`src/rtl/serial_add_if.sv`:
```
// Operand/result bundle for the bit-serial adder/subtractor.
// Handshake: start is sampled only while busy=0. It is accepted in IDLE or in the one-cycle done
// slot. done pulses for one cycle with sum/cout/ovf valid, and those results hold until the next
// completion.
interface serial_add_if #(
  parameter int WIDTH = 8
);
  logic             start;
  logic             sub;
  logic [WIDTH-1:0] a;
  logic [WIDTH-1:0] b;
  logic [WIDTH-1:0] sum;
  logic             cout;
  logic             ovf;
  logic             busy;
  logic             done;

  modport master (output start, sub, a, b, input sum, cout, ovf, busy, done);
  modport slave  (input start, sub, a, b, output sum, cout, ovf, busy, done);
endinterface

```
`src/rtl/serial_add_rtl.sv`:
```
// Bit-serial add/subtract: one 1-bit sum/carry slice plus a carry flop, LSB first,
// one bit per clock, start/busy/done handshake.
module serial_add_rtl #(
  parameter int WIDTH = 8,
  parameter int CNT_W = $clog2(WIDTH)
) (
  input  logic         clk,
  input  logic         rst,
  serial_add_if.slave  bus,
  output logic [1:0]   dbg_state
);
  typedef enum logic [1:0] {
    IDLE = 2'd0,
    RUN  = 2'd1,
    DONE = 2'd2
  } state_t;

  localparam logic [CNT_W-1:0] LAST_BIT = CNT_W'(WIDTH - 1);

  state_t           state_q, state_d;
  logic [CNT_W-1:0] cnt_q;
  logic             carry_q;
  logic [WIDTH-1:0] a_q, b_q;
  logic [WIDTH-2:0] res_q;
  logic [WIDTH-1:0] sum_q;
  logic             cout_q, ovf_q;

  logic             s, c_next, accept, last;
  logic [WIDTH-1:0] res_cat;

  assign s       = a_q[0] ^ b_q[0] ^ carry_q;
  assign c_next  = (a_q[0] & b_q[0]) | (carry_q & (a_q[0] ^ b_q[0]));
  // The newest bit enters at the top; on the final bit this is the whole result.
  assign res_cat = {s, res_q};
  assign accept  = bus.start && (state_q != RUN);
  assign last    = (state_q == RUN) && (cnt_q == LAST_BIT);

  always_ff @(posedge clk) begin
    if (rst) state_q <= IDLE;
    else     state_q <= state_d;
  end

  always_comb begin
    state_d = state_q;
    case (state_q)
      IDLE:    if (bus.start) state_d = RUN;
      RUN:     if (cnt_q == LAST_BIT) state_d = DONE;
      DONE:    state_d = bus.start ? RUN : IDLE;
      default: state_d = IDLE;
    endcase
  end

  always_ff @(posedge clk) begin
    if (rst) begin
      cnt_q   <= '0;
      carry_q <= 1'b0;
      a_q     <= '0;
      b_q     <= '0;
      res_q   <= '0;
      sum_q   <= '0;
      cout_q  <= 1'b0;
      ovf_q   <= 1'b0;
    end else if (accept) begin
      // Subtraction is a + ~b + 1: invert b and preload the carry with 1.
      a_q     <= bus.a;
      b_q     <= bus.sub ? ~bus.b : bus.b;
      carry_q <= bus.sub;
      cnt_q   <= '0;
    end else if (state_q == RUN) begin
      a_q     <= a_q >> 1;
      b_q     <= b_q >> 1;
      res_q   <= res_cat[WIDTH-1:1];
      carry_q <= c_next;
      cnt_q   <= cnt_q + CNT_W'(1);
      if (last) begin
        sum_q  <= res_cat;
        cout_q <= c_next;
        ovf_q  <= carry_q ^ c_next;
      end
    end
  end

  assign bus.sum   = sum_q;
  assign bus.cout  = cout_q;
  assign bus.ovf   = ovf_q;
  assign bus.busy  = (state_q == RUN);
  assign bus.done  = (state_q == DONE);
  assign dbg_state = state_q;
endmodule

```
`src/flat_wrapper.sv`:
```
// flat-port wrapper written by rule: the top's interface ports become plain ports
module serial_add_rtl_flat 
#(
  parameter int WIDTH = 8,
  parameter int CNT_W = $clog2(WIDTH)
)
  (clk, rst, dbg_state, bus_start, bus_sub, bus_a, bus_b, bus_sum, bus_cout, bus_ovf, bus_busy, bus_done);
  serial_add_if #(.WIDTH(WIDTH)) bus_i ();
  input  logic clk;
  input  logic rst;
  output logic [1:0] dbg_state;
  input wire logic [$bits(bus_i.start)-1:0] bus_start;
  input wire logic [$bits(bus_i.sub)-1:0] bus_sub;
  input wire logic [$bits(bus_i.a)-1:0] bus_a;
  input wire logic [$bits(bus_i.b)-1:0] bus_b;
  output wire logic [$bits(bus_i.sum)-1:0] bus_sum;
  output wire logic [$bits(bus_i.cout)-1:0] bus_cout;
  output wire logic [$bits(bus_i.ovf)-1:0] bus_ovf;
  output wire logic [$bits(bus_i.busy)-1:0] bus_busy;
  output wire logic [$bits(bus_i.done)-1:0] bus_done;
  assign bus_i.start = bus_start;
  assign bus_i.sub = bus_sub;
  assign bus_i.a = bus_a;
  assign bus_i.b = bus_b;
  assign bus_sum = bus_i.sum;
  assign bus_cout = bus_i.cout;
  assign bus_ovf = bus_i.ovf;
  assign bus_busy = bus_i.busy;
  assign bus_done = bus_i.done;
  serial_add_rtl #(.WIDTH(WIDTH), .CNT_W(CNT_W)) u_core (.clk(clk), .rst(rst), .bus(bus_i), .dbg_state(dbg_state));
endmodule
```
`config.mk`:
```
export PLATFORM = sky130hd
export DESIGN_NAME = serial_add_rtl_flat
export DESIGN_NICKNAME = d
export VERILOG_FILES = /design/src/rtl/serial_add_if.sv /design/src/rtl/serial_add_rtl.sv /design/src/flat_wrapper.sv
export SDC_FILE = /design/constraint.sdc
export NUM_CORES = 1
export LEC_CHECK = 0
export BUFFER_PORTS_ARGS = -buffer_cell sky130_fd_sc_hd__buf_2
export CAP_MARGIN = 20
export CORE_MARGIN = 10
export CORE_UTILIZATION = 45
export CTS_CLUSTER_DIAMETER = 50
export CTS_CLUSTER_SIZE = 16
export DETAILED_ROUTE_END_ITERATION = 8
export GPL_ROUTABILITY_DRIVEN = 0
export PLACE_DENSITY = 0.68
export SETUP_SLACK_MARGIN = 0.1
export SYNTH_ARGS = -nofsm -noshare
export SYNTH_HDL_FRONTEND = slang
export SYNTH_SLANG_ARGS = --single-unit
```
`constraint.sdc`:
```
create_clock -name clk -period 2 [get_ports clk]
set_clock_uncertainty 0.1 [all_clocks]
set_input_delay 0 -clock clk [delete_from_list [all_inputs] [get_ports clk]]
set_output_delay 0 -clock clk [all_outputs]
set_load 0.02 [all_outputs]
```
=== Word level (Yosys, flattened, before mapping) ===
Index checks and enable logic that the tools add are counted.

* Add/sub/neg operators: 1
* $mul: 0
* Div/mod/pow operators: 0
* Order comparisons: 0
* Eq/ne operators: 6
* Shift-type cells: 0
* Muxes and demuxes: 11
* Bitwise operators: 8
* Reductions and logical operators: 8

{| class="wikitable"
|+ Operators with widths
! cell !! number
|-
| $mux 8 || 5
|-
| $not 8->8 || 1
|-
| $pmux 2 s3 || 1
|-
| $mux 2 || 2
|-
| $ne 2x1->1 const B || 2
|-
| $reduce_and 2->1 || 2
|-
| $add 3x1->3 const B || 1
|-
| $eq 3x3->1 const B || 1
|-
| $mux 1 || 3
|-
| $reduce_and 3->1 || 1
|-
| $xor 1x1->1 || 3
|-
| $and 1x1->1 || 2
|-
| $eq 2x1->1 const B || 1
|-
| $eq 2x2->1 const B || 1
|-
| $logic_and 1x1->1 || 2
|-
| $logic_not 2->1 || 1
|-
| $ne 2x2->1 const B || 1
|-
| $reduce_bool 2->1 || 1
|-
| $reduce_or 2->1 || 1
|-
| $not 1->1 || 1
|-
| $or 1x1->1 || 1
|}

* Register bits after elaboration: 39
* Latch bits: 0
* Bits in writable memories: 0
* Memory bits (read-only): 0
* Input port bits: 20
* Output and inout bits: 14
* Word-level logic and storage cells: 43
* Memories: 0

=== Depth between registers and ports, before layout ===
* Depth after elaboration: 5
* Mapped depth: 6
* Depth with buffers taken out: 5

=== Least setup slack after synthesis ===
No wires, ideal clock.

* Path kind: register to register
* From: register u_core.state_q[1], in the netlist u_core.dbg_state[1]
* To: register u_core.b_q[6]
* Setup time: 0.067 ns
* Data arrival time: 1.227 ns
* Required time: 1.833 ns
* Path slack: 0.606 ns
* Cell stages (with the launch flop): 7
* Period minus slack after synthesis: 1.394 ns
* Path through: dfxtp_1 > nand2b_1 > buf_6 > inv_4 > buf_6 > a211o_1 > a21oi_2

* Word-level cells in the longest chain between the ends: 3
* Elaborated cells on any way between the ends: 5
* Those cells by class: eq/ne (2); mux (1); reduce/logical (2)

{| class="wikitable"
|+ RTL lines
! element !! RTL line !! source
|-
| start, declared || serial_add_rtl.sv:20 || <nowiki>state_t state_q, state_d;</nowiki>
|-
| start signal, assigned || serial_add_rtl.sv:40 || <nowiki>else state_q <= state_d;</nowiki>
|-
| $ne 2x1->1 || serial_add_rtl.sv:35 || <nowiki>assign accept = bus.start && (state_q != RUN);</nowiki>
|-
| $logic_and 1x1->1 || serial_add_rtl.sv:35 ||
|-
| $mux 8 or $reduce_bool 2->1 (tied branches) || n/a ||
|-
| end signal, assigned || serial_add_rtl.sv:66 || <nowiki>b_q <= bus.sub ? ~bus.b : bus.b;</nowiki>
|-
| end signal, assigned || serial_add_rtl.sv:71 || <nowiki>b_q <= b_q >> 1;</nowiki>
|-
| end, declared || serial_add_rtl.sv:23 || <nowiki>logic [WIDTH-1:0] a_q, b_q;</nowiki>
|}

Parallel ways exist; a longest one is shown, timed or not.
A chain may end at the register's enable or synchronous reset.

=== Final worst setup path ===
* From: register u_core.state_q[0], in the netlist u_core.dbg_state[0]
* To: output bus_busy

* Word-level cells in the longest chain between the ends: 1

{| class="wikitable"
|+ RTL lines
! element !! RTL line !! source
|-
| $eq 2x1->1 || serial_add_rtl.sv:86 || <nowiki>assign bus.busy = (state_q == RUN);</nowiki>
|-
| end, declared || flat_wrapper.sv:19 || <nowiki>output wire logic [$bits(bus_i.busy)-1:0] bus_busy;</nowiki>
|}

No other way between the ends.

==> results.ini <==
[critical_path]
crit_chain = nand2b_1 -> buf_4 -> inv_4 -> buf_2
critPathBufInv = 3
critPathRequiredTime_ns = 1.90
path_max_fanout = 27
criticalPathCategory = reg2out
critPathLaunchType = flop
critical-path-top-delay-family = buffers and inverters
slowest_stage = dfxtp_1
cpPeakStageDelay_ns = 0.42
endpoint_kind = output pin
cp_data_arrival_time_ns = 1.44

[finish]
syn2layout_area_growth_pct = 19.9
fill_cells = 347
multi_input_area_um2 = 788
final_common_cell = nand2_1
nets = 249
num_antenna_cells = 0
ff_latch_area_um2 = 781
layout_common_cells = nand2_1, dfxtp_1, buf_2
final_layout_size_suffix_gt1_share_pct = 19.8

[yosys]
synth_top_family_by_area = simple AND/OR/NAND/NOR gates
ys_seq_area_share_pct = 47.0
syn_nets = 212
yosys.area_share.adder_pct = 2.71
yosys_warnings = 0
synth_xor_area_share_pct = 4.74
synthMuxAreaShare_pct = 5.42
syn_area_um2 = 1660
synth_cells = 189
syn_avg_cell_area_um2 = 8.80
ys_ff_latch = 39
synthDistinctLibCells = 25
synth_simple_gate_area_share_pct = 17.3
synth_compound_area_share_pct = 17.2

[detailed_routing]
drt_iter0_drc = 128
route.detailed.drc = 0
via_count = 1345
drt_wl_total_mm = 3.29
detail-route-antenna-nets = 0
firstDrtPassIters = 4
wire_per_inst_um = 12.0
routed_via_density = 4.89

[power]
power_density_nw_per_um2 = 773
ir_drop_mv = 0.439
power_leakage_nw = 0.829
power_w = 0.00154

[global_route]
grt_start_max_net_pins = 40
grt_pass1_wl_mm = 5.51
grt_antenna_before_repair = 0
grt_pass1_vias = 1216
overflow = 0
grt_usage_pct = 10.5

[die]
initial_core_util_pct = 46.1
coreArea_um2 = 3610
die_area_um2 = 6530
die_y_um = 80.8
pin_count = 34
fp-row-count = 22
die_w_um = 80.8

[clock_network]
htree_levels = 2
cts_root_buf = clkbuf_8
cts_made_buffers = 5
worstSkewPairLatency_ns = 0.29
cts_tree = built
post_cts_buffers = 0
clk_pin_slew_ns = 0.07
clock_path_buffers = 2
clkSinkCount = 39

[timing]
max_slew_margin_pct = 51.9
fin_crit_ns = 1.54
final.setup.tns_ns = 0
tightest_slew_ns = 0.721
drv_slew = 0
fmax_ghz = 0.648
rsz0062_at_grt = no
report.final.setup_viol = 0
hold_violations = 0
final.period_utilization_pct = 77.1
layout_setup_ws_ns = 0.458

[job]
cap_violations = 0

[placement]
dp_hpwl_mm = 2.24
io_buffer_count = 33
pre_cts_ws_ns = 0.505

[worst_hold_path]
min_path_type = in2reg

[outcome]
status = finished, final reports clean

## power breakdown
group / internal [W] / leakage [nW] / switching (W) / total, W
sequential: 0.000814 / 0.319 / 0.0000227 / 0.000836
clock: 0.000243 / 0.0412 / 0.000262 / 0.000506
combinational: 0.0000953 / 0.469 / 0.000104 / 0.000199
## per-stage QoR
step           instance area [um2]  util (%)  hold WS, ns  std cells
2_1_floorplan                 1660         -      -0.0240        189
3_3_place_gp                  1820      50.5        0.191        258
3_5_place_dp                  1820      50.5        0.201        258
4_1_cts                       1990      55.3      0.00514        275
5_1_grt                       1990      55.3       0.0235        275
6_report                      1990      55.3       0.0116        275
## state kept, by name, summed over array words and instances (netlist names)
register,count
u_core.a_q,8
u_core.b_q,8
u_core.bus.cout,1
u_core.bus.ovf,1
u_core.bus.sum,8
u_core.carry_q,1
u_core.cnt_q,3
u_core.dbg_state,2
u_core.res_q,7
## cell usage after synthesis, drive strengths merged
cell type | number | share of area [%]
a2111oi | 1 | 0.90
a211o | 7 | 3.7
a211oi | 9 | 4.1
a21oi | 26 | 8.1
a2bb2oi | 1 | 0.53
and3b | 1 | 0.53
buf | 12 | 4.6
clkbuf | 2 | 0.45
dfxtp | 39 | 47
fa | 1 | 1.2
ha | 2 | 1.5
inv | 2 | 0.60
mux2i | 9 | 5.4
nand2 | 41 | 9.3
nand2b | 2 | 0.75
nand3b | 4 | 1.8
nor2 | 19 | 4.3
nor2b | 1 | 0.38
nor3 | 1 | 0.30
xnor2 | 9 | 4.7
## repair_timing
| item | in CTS | in global routing |
|---|---|---|
| resized for setup | 0 | 0 |
| hold endpoints to repair | 9 | 0 |
| hold buffers | 9 | 0 |
## cells by family (layout without fill, tap and decap cells)
logic type	after synthesis	after routing
buffers and inverters	16	54
DFF	39	39
adders and majority gates	3	3
xor gates and xnor gates	9	9
muxes	9	9
AOI/OAI and AO/OA	44	44
and+or+nand+nor	69	69
## path summary, 6_finish.rpt
kind         cells after the start  slack [ns]                              from                        endpoint
max                              4        0.46  u_core.dbg_state[0]$_SDFFE_PP0P_                        bus_busy
min                              4        0.01                          bus_b[3]      u_core.b_q[3]$_SDFFE_PP0P_
max reg2reg                      5        0.50      u_core.cnt_q[0]$_SDFFE_PP0N_     u_core.bus.ovf$_SDFFE_PP0P_
min reg2reg                      2        0.35    u_core.bus.sum[5]$_SDFFE_PP0P_  u_core.bus.sum[5]$_SDFFE_PP0P_
## metal layers
metal | track usage [%] | share of wire [%] | wire length, um
met1 | 13.4 | 47 | 1550
met3 | 3.97 | 7.3 | 239
met2 | 15.0 | 44 | 1460
met5 | 0 | 0 | 0
met4 | 5.54 | 1.3 | 44
## area by class of cell
type | instances | share of cell area (%)
clock inverter | 2 | 0.627
sequential | 39 | 39.1
inverter | 2 | 0.502
tap | 48 | 3.01
timing repair buffer | 44 | 13.6
clock buffer | 6 | 3.64
multi-input combinational | 134 | 39.5
## worst register-to-register path, cell delays in order, from the launching register on
cell and delay (ns):
dfxtp_1 0.35, ha_1 0.15, ha_1 0.17, and3b_1 0.38
nor2_1 0.08, a211oi_1 0.20
No activity file was read; power rests on OpenSTA's default activity.
